<file path="src/rtl/forward_scoreboard_if.sv">
// ============================================================================
// Module      : forward_scoreboard_if
// Description : ID-stage, result and forwarding-control bundle for the
//               operand forwarding scoreboard.
// Revision    : 1.0 - initial release
// ============================================================================
`default_nettype none

interface forward_scoreboard_if #(
  parameter int REG_W  = 5,
  parameter int DATA_W = 32
);
  logic              hold;
  logic              flush;
  logic              idValid;
  logic [REG_W-1:0]  idRs;
  logic [REG_W-1:0]  idRt;
  logic              idUsesRs;
  logic              idUsesRt;
  logic              idRegWr;
  logic [REG_W-1:0]  idDest;
  logic              idIsLoad;
  logic [DATA_W-1:0] exResult;
  logic [DATA_W-1:0] memResult;
  logic [DATA_W-1:0] wbResult;
  logic              rsFwd;
  logic [DATA_W-1:0] rsFwdData;
  logic              rtFwd;
  logic [DATA_W-1:0] rtFwdData;
  logic              stall;

  // Pipeline side: drives ID fields and results, consumes forwarding controls
  modport master (
    output hold, flush, idValid, idRs, idRt, idUsesRs, idUsesRt,
           idRegWr, idDest, idIsLoad, exResult, memResult, wbResult,
    input  rsFwd, rsFwdData, rtFwd, rtFwdData, stall
  );

  modport slave (
    input  hold, flush, idValid, idRs, idRt, idUsesRs, idUsesRt,
           idRegWr, idDest, idIsLoad, exResult, memResult, wbResult,
    output rsFwd, rsFwdData, rtFwd, rtFwdData, stall
  );
endinterface

`default_nettype wire

</file>
<file path="src/rtl/forward_scoreboard.sv">
// ============================================================================
// Module      : forward_scoreboard
// Description : Shadows EX/MEM/WB destinations and produces rs/rt forwarding
//               selects, forwarded data and the load-use stall.
// Revision    : 1.0 - initial release
// ============================================================================
`default_nettype none

module forward_scoreboard #(
  parameter int REG_W  = 5,
  parameter int DATA_W = 32
) (
  input  logic                  clk,
  input  logic                  rst_n,
  forward_scoreboard_if.slave   bus
);

  localparam int c_EX  = 0;
  localparam int c_MEM = 1;
  localparam int c_WB  = 2;

  logic [2:0]       r_v;
  logic [2:0]       r_wr;
  logic [2:0]       r_ld;
  logic [REG_W-1:0] r_dest [3];

  logic [2:0]       w_rs_hit;
  logic [2:0]       w_rt_hit;
  logic             w_stall;
  logic             w_ex_v;
  logic [DATA_W:0]  w_rs_sel;
  logic [DATA_W:0]  w_rt_sel;

  // $zero never matches, so a write to r0 can never be forwarded
  for (genvar s = 0; s < 3; s++) begin : g_slot_match
    assign w_rs_hit[s] = r_v[s] & r_wr[s] & (r_dest[s] == bus.idRs) & (bus.idRs != '0);
    assign w_rt_hit[s] = r_v[s] & r_wr[s] & (r_dest[s] == bus.idRt) & (bus.idRt != '0);
  end

  // Youngest producer first; a load in EX has no value yet and is skipped
  function automatic logic [DATA_W:0] f_pick(
    input logic              uses,
    input logic [2:0]        hit,
    input logic              ex_ld,
    input logic [DATA_W-1:0] ex_val,
    input logic [DATA_W-1:0] mem_val,
    input logic [DATA_W-1:0] wb_val
  );
    logic [DATA_W:0] sel;
    sel = '0;
    if (uses) begin
      if (hit[c_EX] & ~ex_ld) begin
        sel = {1'b1, ex_val};
      end else if (hit[c_MEM]) begin
        sel = {1'b1, mem_val};
      end else if (hit[c_WB]) begin
        sel = {1'b1, wb_val};
      end
    end
    return sel;
  endfunction

  always_comb begin
    w_rs_sel = f_pick(bus.idUsesRs, w_rs_hit, r_ld[c_EX],
                      bus.exResult, bus.memResult, bus.wbResult);
    w_rt_sel = f_pick(bus.idUsesRt, w_rt_hit, r_ld[c_EX],
                      bus.exResult, bus.memResult, bus.wbResult);
  end

  assign w_stall = bus.idValid & ~bus.flush &
                   ((bus.idUsesRs & w_rs_hit[c_EX] & r_ld[c_EX]) |
                    (bus.idUsesRt & w_rt_hit[c_EX] & r_ld[c_EX]));

  assign w_ex_v = bus.idValid & bus.idRegWr & ~bus.flush & ~w_stall &
                  (bus.idDest != '0);

  always_ff @(posedge clk) begin
    if (!rst_n) begin
      r_v  <= '0;
      r_wr <= '0;
      r_ld <= '0;
      for (int s = 0; s < 3; s++) begin
        r_dest[s] <= '0;
      end
    end else if (bus.hold) begin
      // Frozen pipeline: only a redirect may kill the EX occupant
      if (bus.flush) begin
        r_v[c_EX] <= 1'b0;
      end
    end else begin
      r_v[c_WB]     <= r_v[c_MEM];
      r_wr[c_WB]    <= r_wr[c_MEM];
      r_ld[c_WB]    <= r_ld[c_MEM];
      r_dest[c_WB]  <= r_dest[c_MEM];
      r_v[c_MEM]    <= r_v[c_EX];
      r_wr[c_MEM]   <= r_wr[c_EX];
      r_ld[c_MEM]   <= r_ld[c_EX];
      r_dest[c_MEM] <= r_dest[c_EX];
      r_v[c_EX]     <= w_ex_v;
      r_wr[c_EX]    <= bus.idRegWr;
      r_ld[c_EX]    <= bus.idIsLoad;
      r_dest[c_EX]  <= bus.idDest;
    end
  end

  assign bus.rsFwd     = w_rs_sel[DATA_W];
  assign bus.rsFwdData = w_rs_sel[DATA_W-1:0];
  assign bus.rtFwd     = w_rt_sel[DATA_W];
  assign bus.rtFwdData = w_rt_sel[DATA_W-1:0];
  assign bus.stall     = w_stall;

endmodule

`default_nettype wire

</file>
<file path="src/flat_wrapper.sv">
// flat-port wrapper written by rule: the top's interface ports become plain ports
module forward_scoreboard_flat 
#(
  parameter int REG_W  = 5,
  parameter int DATA_W = 32
)
  (clk, rst_n, bus_hold, bus_flush, bus_idValid, bus_idRs, bus_idRt, bus_idUsesRs, bus_idUsesRt, bus_idRegWr, bus_idDest, bus_idIsLoad, bus_exResult, bus_memResult, bus_wbResult, bus_rsFwd, bus_rsFwdData, bus_rtFwd, bus_rtFwdData, bus_stall);
  forward_scoreboard_if #(.REG_W(REG_W), .DATA_W(DATA_W)) bus_i ();
  input  logic clk;
  input  logic rst_n;
  input wire logic [$bits(bus_i.hold)-1:0] bus_hold;
  input wire logic [$bits(bus_i.flush)-1:0] bus_flush;
  input wire logic [$bits(bus_i.idValid)-1:0] bus_idValid;
  input wire logic [$bits(bus_i.idRs)-1:0] bus_idRs;
  input wire logic [$bits(bus_i.idRt)-1:0] bus_idRt;
  input wire logic [$bits(bus_i.idUsesRs)-1:0] bus_idUsesRs;
  input wire logic [$bits(bus_i.idUsesRt)-1:0] bus_idUsesRt;
  input wire logic [$bits(bus_i.idRegWr)-1:0] bus_idRegWr;
  input wire logic [$bits(bus_i.idDest)-1:0] bus_idDest;
  input wire logic [$bits(bus_i.idIsLoad)-1:0] bus_idIsLoad;
  input wire logic [$bits(bus_i.exResult)-1:0] bus_exResult;
  input wire logic [$bits(bus_i.memResult)-1:0] bus_memResult;
  input wire logic [$bits(bus_i.wbResult)-1:0] bus_wbResult;
  output wire logic [$bits(bus_i.rsFwd)-1:0] bus_rsFwd;
  output wire logic [$bits(bus_i.rsFwdData)-1:0] bus_rsFwdData;
  output wire logic [$bits(bus_i.rtFwd)-1:0] bus_rtFwd;
  output wire logic [$bits(bus_i.rtFwdData)-1:0] bus_rtFwdData;
  output wire logic [$bits(bus_i.stall)-1:0] bus_stall;
  assign bus_i.hold = bus_hold;
  assign bus_i.flush = bus_flush;
  assign bus_i.idValid = bus_idValid;
  assign bus_i.idRs = bus_idRs;
  assign bus_i.idRt = bus_idRt;
  assign bus_i.idUsesRs = bus_idUsesRs;
  assign bus_i.idUsesRt = bus_idUsesRt;
  assign bus_i.idRegWr = bus_idRegWr;
  assign bus_i.idDest = bus_idDest;
  assign bus_i.idIsLoad = bus_idIsLoad;
  assign bus_i.exResult = bus_exResult;
  assign bus_i.memResult = bus_memResult;
  assign bus_i.wbResult = bus_wbResult;
  assign bus_rsFwd = bus_i.rsFwd;
  assign bus_rsFwdData = bus_i.rsFwdData;
  assign bus_rtFwd = bus_i.rtFwd;
  assign bus_rtFwdData = bus_i.rtFwdData;
  assign bus_stall = bus_i.stall;
  forward_scoreboard #(.REG_W(REG_W), .DATA_W(DATA_W)) u_core (.clk(clk), .rst_n(rst_n), .bus(bus_i));
endmodule
</file>
<file path="config.mk">
export PLATFORM = sky130hd
export DESIGN_NAME = forward_scoreboard_flat
export DESIGN_NICKNAME = d
export VERILOG_FILES = /design/src/rtl/forward_scoreboard_if.sv /design/src/rtl/forward_scoreboard.sv /design/src/flat_wrapper.sv
export SDC_FILE = /design/constraint.sdc
export NUM_CORES = 1
export LEC_CHECK = 0
export CELL_PAD_IN_SITES_DETAIL_PLACEMENT = 1
export CELL_PAD_IN_SITES_GLOBAL_PLACEMENT = 2
export CORE_MARGIN = 1.5
export CORE_UTILIZATION = 23
export CTS_CLUSTER_DIAMETER = 150
export DETAILED_ROUTE_END_ITERATION = 7
export GPL_TIMING_DRIVEN = 0
export PLACE_DENSITY_LB_ADDON = 0.1
export SKIP_CTS_REPAIR_TIMING = 1
export SYNTH_ARGS = -nofsm -noshare
export SYNTH_HDL_FRONTEND = slang
export SYNTH_SLANG_ARGS = --single-unit
</file>
<file path="constraint.sdc">
create_clock -name clk -period 6.3 [get_ports clk]
set_input_delay 1.26 -clock clk [delete_from_list [all_inputs] [get_ports clk]]
set_output_delay 1.26 -clock clk [all_outputs]
set_load 0.05 [all_outputs]
</file>
# Word level (Yosys, flattened, before mapping)
# Memories as Yosys holds them, arrays and structs flattened.
# Cells that the tools add are included.
# op_classes
n_eq_ne	7
n_mux	17
bitwise_logic	34
n_reduce_logical	3
# op_table
op	n
33-bit 2-to-1 mux	8
5-bit equality test	6
1-bit AND	27
5-bit 2-to-1 mux	3
5-bit nonzero test	3
1-bit 2-to-1 mux	6
1-bit bitwise OR	4
1-bit inverter	3
2-bit by 1-bit != test with 1-bit output (second input constant)	1
# totals
reg_bits	7
ram_bits	15
input_bits	120
output_inout_bits	67
elab_cells	66
n_memories	1
# memory_table
memory	depth	word_bits	rd	rd_clocked_by_memory_dff	write_ports	line_no	text
u_core.r_dest	3	5	3	0	3	forward_scoreboard.sv:25	logic [REG_W-1:0] r_dest [3];

# Logic depth before layout (Yosys ltp)
# logic_depth
ltp_word	11
mapped_depth	7
depth_no_buf	5

# Least setup slack after synthesis
# Ideal clock, no wire load.
# synth_timing
path_kind	input -> output
startpoint	in bus_idRs[0]
endpoint	out bus_stall
t_arrival_ns	3.315
required_ns	5.040
setup_slack_ns	1.725
path_stages	5
path_buffers	1
path_cell_list	buf_6 xnor2_1 nand3_1 or4_4 o21ai_0
# synth_between
elab_chain_cells	7
word_cells_on_any_way	8
classes_between	eq/ne: 1; bitwise: 6; reduce/logical: 1
# synth_lines
item	line_no	text
start, declared	flat_wrapper.sv:14	input wire logic [$bits(bus_i.idRs)-1:0] bus_idRs;
5-bit equality test	forward_scoreboard.sv:36	assign w_rs_hit[s] = r_v[s] & r_wr[s] & (r_dest[s] == bus.idRs) & (bus.idRs != '0);
1-bit AND	forward_scoreboard.sv:36	
1-bit AND (*)	forward_scoreboard.sv:36	
1-bit AND (*) (2 in a row)	forward_scoreboard.sv:71	((bus.idUsesRs & w_rs_hit[c_EX] & r_ld[c_EX]) |
1-bit bitwise OR (*)	forward_scoreboard.sv:71	
1-bit AND (*)	forward_scoreboard.sv:70	assign w_stall = bus.idValid & ~bus.flush &
end, declared	flat_wrapper.sv:28	output wire logic [$bits(bus_i.stall)-1:0] bus_stall;
# Mark *: on every way between the ends. The rest lies on a longest branch, timed or not.

# Worst setup path after layout
# layout_timing
startpoint	in bus_idRt[1]
endpoint	out bus_rtFwdData[31]
# layout_between
elab_chain_cells	7
word_cells_on_any_way	15
classes_between	eq/ne: 3; mux: 4; bitwise: 7; reduce/logical: 1
# layout_lines
item	line_no	text
start, declared	flat_wrapper.sv:15	input wire logic [$bits(bus_i.idRt)-1:0] bus_idRt;
5-bit equality test	forward_scoreboard.sv:37	assign w_rt_hit[s] = r_v[s] & r_wr[s] & (r_dest[s] == bus.idRt) & (bus.idRt != '0);
1-bit AND (2 in a row)	forward_scoreboard.sv:37	
33-bit 2-to-1 mux	forward_scoreboard.sv:56	end else if (hit[c_WB]) begin
33-bit 2-to-1 mux	forward_scoreboard.sv:54	end else if (hit[c_MEM]) begin
33-bit 2-to-1 mux (*)	forward_scoreboard.sv:52	if (hit[c_EX] & ~ex_ld) begin
33-bit 2-to-1 mux (*)	forward_scoreboard.sv:51	if (uses) begin
end, declared	flat_wrapper.sv:27	output wire logic [$bits(bus_i.rtFwdData)-1:0] bus_rtFwdData;
# Marks and branches as above.

==> impl_metrics.py <==
metrics = {
    "floorplan": {
        "die_h_um": 124,
        "row_count": 44,
        "fp.coreArea_um2": 14400,
        "die_w_um": 124,
        "initial_core_util_pct": 23.4,
        "io_pins": 187,
        "fp.dieArea_um2": 15400,
    },
    "placement": {
        "dpl.cell_count": 756,
        "hpwl_um": 11000,
        "io_buffers": 183,
        "place.gp.congestion": 0.793,
    },
    "yosys": {
        "yosysTopAreaCellShare_pct": 20.8,
        "async_flop_share_pct": 0,
        "ys_types": 40,
        "syn_avg_cell_area_um2": 8.67,
        "netlist_area_um2": 3370,
        "synth_top_cell_by_area": "mux2i_1",
        "yosysSeqAreaShare_pct": 17.5,
        "yosysWarnings": 0,
        "syn_inst": 389,
        "syn_nets": 509,
        "synth_edf_count": 15,
        "ys_ff_latch": 22,
        "synthTopCellsByArea": "mux2i_1 21%, o2bb2ai_1 15%, edfxtp_1 13%",
        "synth_top_flop_cell": "edfxtp_1",
    },
    "drt": {
        "drtPass1Iterations": 4,
        "routed_wl_um": 14500,
        "post-route-drc-count": 0,
        "vias": 3765,
        "post_drt_wl_per_cell_um": 19.1,
        "vias_per_cell": 4.95,
        "dr.first_iter.drc_count": 138,
        "ant_nets": 0,
    },
    "setup_path": {
        "end_kind": "output pin",
        "critPathLaunchType": "input pin",
        "r2r.worst_path.cells": 5,
        "crit_type": "in -> out",
        "worstSetupEndpoint": "bus_rtFwdData[31]",
        "r2r_end": "u_core.r_v[0]",
        "reg2reg_from": "u_core.r_dest[0][3]",
        "worst_ep_required_time_ns": 5.04,
        "critPathMaxFanout": 10,
        "worst-endpoint-arrival_ns": 4.39,
        "crit_start": "bus_idRt[1]",
        "r2r_slack_ns": 4.44,
    },
    "timing": {
        "finalCritPeriodShare_pct": 89.6,
        "hold_violations": 0,
        "tightest_slew_ns": 0.714,
        "whs_ns": 0.546,
        "slew_violations": 0,
        "final.setup_skew_ns": 0.00223,
        "tns_ns": 0,
        "fmax_mhz": 177,
        "rsz0062_at_grt": "false",
        "setup_viol": 0,
        "relSlewSlack_pct": 52.3,
        "period_needed_ns": 5.65,
    },
    "clocking": {
        "htreeDepth": 1,
        "cts_root_buffer": "clkbuf_16",
        "clkSinkCount": 22,
        "cts_max_path_buffers": 2,
        "clkSlewWorstSetupHoldPaths_ns": 0.06,
        "clock_latency_ns": 0.25,
        "cts_buffers": 3,
        "tritoncts": "built",
    },
    "grt": {
        "grt_pass1_vias": 4054,
        "grt_first_pass_wirelength_um": 21900,
        "grt_start_max_net_pins": 17,
        "overflow": 0,
        "antenna_found_initial": 0,
        "grt_usage_pct": 18.1,
    },
    "layout": {
        "layout_common_cells": "183 x clkdlybuf4s50_1, 70 x mux2i_1, 66 x nor3_1",
        "syn_to_final_growth_pct": 63.4,
        "nets": 697,
        "antenna_cells": 0,
        "stdcell_count": 760,
        "drive_gt1_share_pct": 9.03,
        "layout_commonest_cell": "clkdlybuf4s50_1",
    },
    "pwr": {
        "switching_share_pct": 29.3,
        "combinationalPowerShare_pct": 37.7,
        "p_per_area_nw_per_um2": 90.1,
        "clkPwrFrac_pct": 27.6,
        "p_leak_nw": 1.52,
        "p_int_w": 0.000351,
        "seqPwrFrac_pct": 34.6,
        "peakVddDrop_v": 0.0000959,
        "p_sw_w": 0.000145,
    },
    "run": {
        "maxCapViolations": 0,
    },
    "run_status": {
        "status": "complete, no violations",
    },
    "worst_hold_path": {
        "min_path_type": "reg -> reg",
    },
}
==> synth_stat cells (7+ instances only) <==
cell	count
and2_1	16
buf_2	8
buf_6	18
clkbuf_1	8
dfxtp_1	7
edfxtp_1	15
mux2i_1	70
nand2_1	38
nor2b_1	7
nor3_1	66
o2bb2ai_1	58
xnor2_1	23
==> worst min path at each step <==
stage	startpoint	end	slack, ns	depth (start not counted)
finish	u_core.r_v[2]	u_core.r_v[2]	0.55	2
global route	u_core.r_v[2]	u_core.r_v[2]	0.59	2
CTS	u_core.r_v[2]	u_core.r_v[2]	0.55	2
detailed placement	u_core.r_v[2]	u_core.r_v[2]	0.54	2
global placement	u_core.r_v[2]	u_core.r_v[2]	0.52	2
floorplan	u_core.r_v[0]	u_core.r_v[0]	0.50	2
==> per-layer routing <==
layer  wire length, um  track usage [%]  vias to the layer above
met2              7010             32.7                      103
met3               795             2.24                        4
met1              6660             23.8                     1807
met5                 0                0                        -
li1                  -                -                     1851
met4                50             1.56                        0
==> flip-flops by register name (all words and copies together), names as in the netlist <==
| register | count |
|---|---|
| u_core.r_dest | 15 |
| u_core.r_ld | 1 |
| u_core.r_v | 3 |
| u_core.r_wr | 3 |
==> cell families after synthesis <==
| group | count (synthesis) | share of synthesized area [%] |
|---|---|---|
| simple gates | 155 | 24.0 |
| compound gates | 74 | 20.9 |
| mux | 70 | 20.8 |
| buf+inv | 39 | 9.31 |
| xor+xnor | 29 | 7.53 |
| flops | 22 | 17.5 |
==> metrics by stage <==
stage / utilization (%) / cell area, um2 / setup slack [ns] / power (W)
6_report: 38.2 / 5520 / 0.654 / 0.000497
5_1_grt: 38.2 / 5520 / 0.353 / 0.000521
2_1_floorplan: - / 3370 / 1.73 / 0.000249
4_1_cts: 38.2 / 5520 / 0.549 / 0.000501
3_5_place_dp: 37.7 / 5440 / 0.589 / 0.000363
3_3_place_gp: 37.7 / 5440 / 0.565 / 0.000362
==> critical path: stages <==
cell and delay, ns:
clkdlybuf4s50_1 0.54, xor2_1 0.20, nor4_1 0.46, nand3_1 0.22, nor2_1 0.35, buf_2 0.34
o2bb2ai_1 0.16, clkdlybuf4s50_1 0.84
==> final cells by class <==
| type | count | area, um2 |
|---|---|---|
| Sequential cell | 22 | 591 |
| Clock buffer | 4 | 78.8 |
| Buffer | 38 | 310 |
| Multi-Input combinational cell | 328 | 2470 |
| Timing Repair Buffer | 183 | 1830 |
| Tap cell | 184 | 230 |
| Fill cell | 1670 | 8910 |
| Inverter | 1 | 3.75 |
==> power groups by stage <==
stage / clock network, W / registers [W] / logic (W)
3_5_place_dp: 0 / 0.000175 / 0.000188
3_3_place_gp: 0 / 0.000175 / 0.000187
2_1_floorplan: 0 / 0.000173 / 0.0000762
4_1_cts: 0.000140 / 0.000172 / 0.000189
6_report: 0.000137 / 0.000172 / 0.000187
5_1_grt: 0.000146 / 0.000173 / 0.000202
Power figures use the tool's default switching activity.
==> RTL change, RTL diff (same settings) <==
`REG_W` is set to 5 in 3 places; all go to 7.
--- a/src/rtl/forward_scoreboard_if.sv
+++ b/src/rtl/forward_scoreboard_if.sv
@@ -7,7 +7,7 @@
 `default_nettype none
 
 interface forward_scoreboard_if #(
-  parameter int REG_W  = 5,
+  parameter int REG_W  = 7,
   parameter int DATA_W = 32
 );
   logic              hold;
--- a/src/rtl/forward_scoreboard.sv
+++ b/src/rtl/forward_scoreboard.sv
@@ -7,7 +7,7 @@
 `default_nettype none
 
 module forward_scoreboard #(
-  parameter int REG_W  = 5,
+  parameter int REG_W  = 7,
   parameter int DATA_W = 32
 ) (
   input  logic                  clk,
--- a/src/flat_wrapper.sv
+++ b/src/flat_wrapper.sv
@@ -1,7 +1,7 @@
 // flat-port wrapper written by rule: the top's interface ports become plain ports
 module forward_scoreboard_flat 
 #(
-  parameter int REG_W  = 5,
+  parameter int REG_W  = 7,
   parameter int DATA_W = 32
 )
   (clk, rst_n, bus_hold, bus_flush, bus_idValid, bus_idRs, bus_idRt, bus_idUsesRs, bus_idUsesRt, bus_idRegWr, bus_idDest, bus_idIsLoad, bus_exResult, bus_memResult, bus_wbResult, bus_rsFwd, bus_rsFwdData, bus_rtFwd, bus_rtFwdData, bus_stall);
Ports: changed (resized bus_idDest, bus_idRs and bus_idRt); port bits go from 187 to 193. The function was not compared with the original's and may differ.
==> RTL change against the unedited design <==
- sequential power rose by 30%
- worst setup slack improved by 25 ps
- clock power increased by 4%
- worst hold slack lost 37 ps
- area after synthesis grew 6.3%
- combinational power fell by 16%
- global-route usage fell by 0.27 points
- routed wire length rose by 2.2%
- total power rose by 5.6%
- design area increased by 5.4%
- sequential cell count rose by 6
- sequential share of layout area grew 2.6 points
- maximum frequency rose by 0.45%
- critical endpoint is now bus_rtFwdData[21]
- largest cell class unchanged
- largest power group is now sequential cells
- highest routed layer unchanged
==> RTL change: results (changes against the unedited design) <==
Parameter                              Value

Cells and area
  Final-layout fill cell count ... 1,735 (+3.9%)
  Nets@finish ... 695 (-0.29%)
  Share of layout cells above drive strength 1 ... 0.1813 (+0.09106)
  Number of antenna repair diodes ... 0 (unchanged)
  Largest registers ... u_core.r_dest x21, u_core.r_v x3, u_core.r_wr x3

CTS
  Buffer levels on the longest clock path ... 2 (unchanged)
  Cts bufs inserted ... 3 (unchanged)
  Total number of H-tree levels ... 1 (unchanged)
  Clock input transition at the sequential cells of the worst setup and hold paths ... 60 ps (about the same)
  Root buffer cell ... sky130_fd_sc_hd__clkbuf_16
  Worst-skew pair later-pin latency ... between 200 and 300 ps

Outcome
  Outcome ... finished clean

Synth
  Synth Net Count ... 499 (-2.0%)
  Portion of the post-synthesis area used by sequential elements ... 0.2149 (+0.03985)
  Total number of yosys warnings ... 0 (unchanged)
  Leading register cell type out of synthesis ... sky130_fd_sc_hd__edfxtp_1
  Distinct cells, synth ... 30 (-25%)
  Cell types with the highest counts after synthesis ... sky130_fd_sc_hd__mux2i_1 (69), sky130_fd_sc_hd__nor2_1 (64), sky130_fd_sc_hd__a211oi_2 (58)
  Count of flip-flops with a built-in enable after synthesis ... 21 (+6)
  Area contributors post-synth ... sky130_fd_sc_hd__a211oi_2 (20%), sky130_fd_sc_hd__mux2i_1 (19%), sky130_fd_sc_hd__edfxtp_1 (18%), sky130_fd_sc_hd__xor2_1 (10%), sky130_fd_sc_hd__nor2_1 (6.7%)
  Async SR Flop Fraction ... 0 (unchanged)

STA
  Tightest Pin Transition ... 848.9 ps (+135.2 ps)
  Final worst clock skew ... 2.459 ps (+0.2286 ps)

Detailed routing
  Routed WL ... 14,840 um (+2.2%)
  Detailed-router iteration count before antenna repair ... 4 (unchanged)
  Total via count after detailed routing ... 3,672 (-2.5%)
  Antenna Violating Nets Remaining ... 0 (unchanged)
  DRC marker count from the first detailed-route iteration ... 73 (-47%)

Global routing
  Pin count of the biggest net entering global routing ... 22 (+5)
  Number of global-route vias before repair ... 3,960 (-2.3%)
  Total track usage ... 0.1783 (-0.002685)
  Number of antenna violations at the first check in global routing ... 0 (unchanged)
  First-pass GRT wire length ... 23,010 um (+5.1%)

Placed design
  HPWL after DPL ... 11,910 um (+8.2%)
  Input/output buffers ... 191 (+4.4%)
  Final weighted congestion of routability-driven global placement ... 0.8094 (+2.1%)

Hold path
  Path class of the lowest-slack min-delay path ... register to register

Worst setup path
  Worst endpoint data arrival time ... 4360 ps (-30 ps)
  Max Fanout on Critical Path ... 10 (unchanged)

Power
  IR Drop Worst-Case VDD ... 0.1141 mV (+19%)
  Static Leak ... 2.436 nW (+61%)
-- RTL change: power breakdown --
group	internal, mW	leakage [nW]	switching (mW)
registers	0.211	0.287	0.0133
clock network	0.0866	0.0382	0.0563
logic	0.0963	2.11	0.0615
-- RTL change: cell families after synthesis --
family                 after synthesis  share of synthesized area
AO/OA/AOI/OAI                       69                     0.2316
XOR/XNOR                            42                     0.1025
buffers and inverters               31                    0.05616
flip-flops                          28                     0.2149
multiplexers                        69                     0.1925
AND/OR/NAND/NOR                    134                     0.2023
-- RTL change: metal layers --
layer,up-vias,track usage,part of all wire
met5,-,0,0
met4,0,0.01586,0.0034
met3,5,0.01753,0.041
met2,107,0.3280,0.50
met1,1794,0.2331,0.46
li1,1766,-,-
-- RTL change: final cells by class --
type                    count  area (um^2)  area share
repair buffers            191         1912      0.3289
inverters                   2        7.507    0.001291
multi-input cells         314         2615      0.4498
well taps                 188        235.2     0.04046
clock buffers               4        78.83     0.01356
plain buffers              29        193.9     0.03336
flip-flops and latches     28        770.7      0.1326
-- RTL change: critical path, cell delays in order --
cell	delay, ps
sky130_fd_sc_hd__clkdlybuf4s50_1	530
sky130_fd_sc_hd__xor2_1	190
sky130_fd_sc_hd__nor4_1	540
sky130_fd_sc_hd__nand3_2	230
sky130_fd_sc_hd__buf_2	290
sky130_fd_sc_hd__mux2i_1	180
sky130_fd_sc_hd__a211oi_2	270
sky130_fd_sc_hd__clkdlybuf4s50_1	850
-- RTL change: stage by stage --
step                std cells  cell area (um^2)  utilization  setup WS (ps)  total power [mW]
floorplan                 373              3587            -           1543            0.2751
global placement          752              5734       0.3772          740.1            0.3820
detailed placement        752              5734       0.3772          638.8            0.3860
CTS                       756              5813       0.3824          630.5            0.5290
global route              756              5813       0.3824          562.5            0.5481
finish                    756              5813       0.3824          678.7            0.5246
-- RTL change: path summary, 6_finish.rpt --
path | start | to | slack (ps) | cells after the start
worst max register to register | u_core.r_dest[0][5]$_SDFFCE_PN0P_ | u_core.r_v[0]$_SDFFE_PN0P_ | 4400 | 5
worst max-delay path | bus_idRt[5] | bus_rtFwdData[21] | 680 | 8
worst min-delay path | u_core.r_v[0]$_SDFFE_PN0P_ | u_core.r_v[0]$_SDFFE_PN0P_ | 510 | 2
worst min register to register | u_core.r_v[0]$_SDFFE_PN0P_ | u_core.r_v[0]$_SDFFE_PN0P_ | 510 | 2
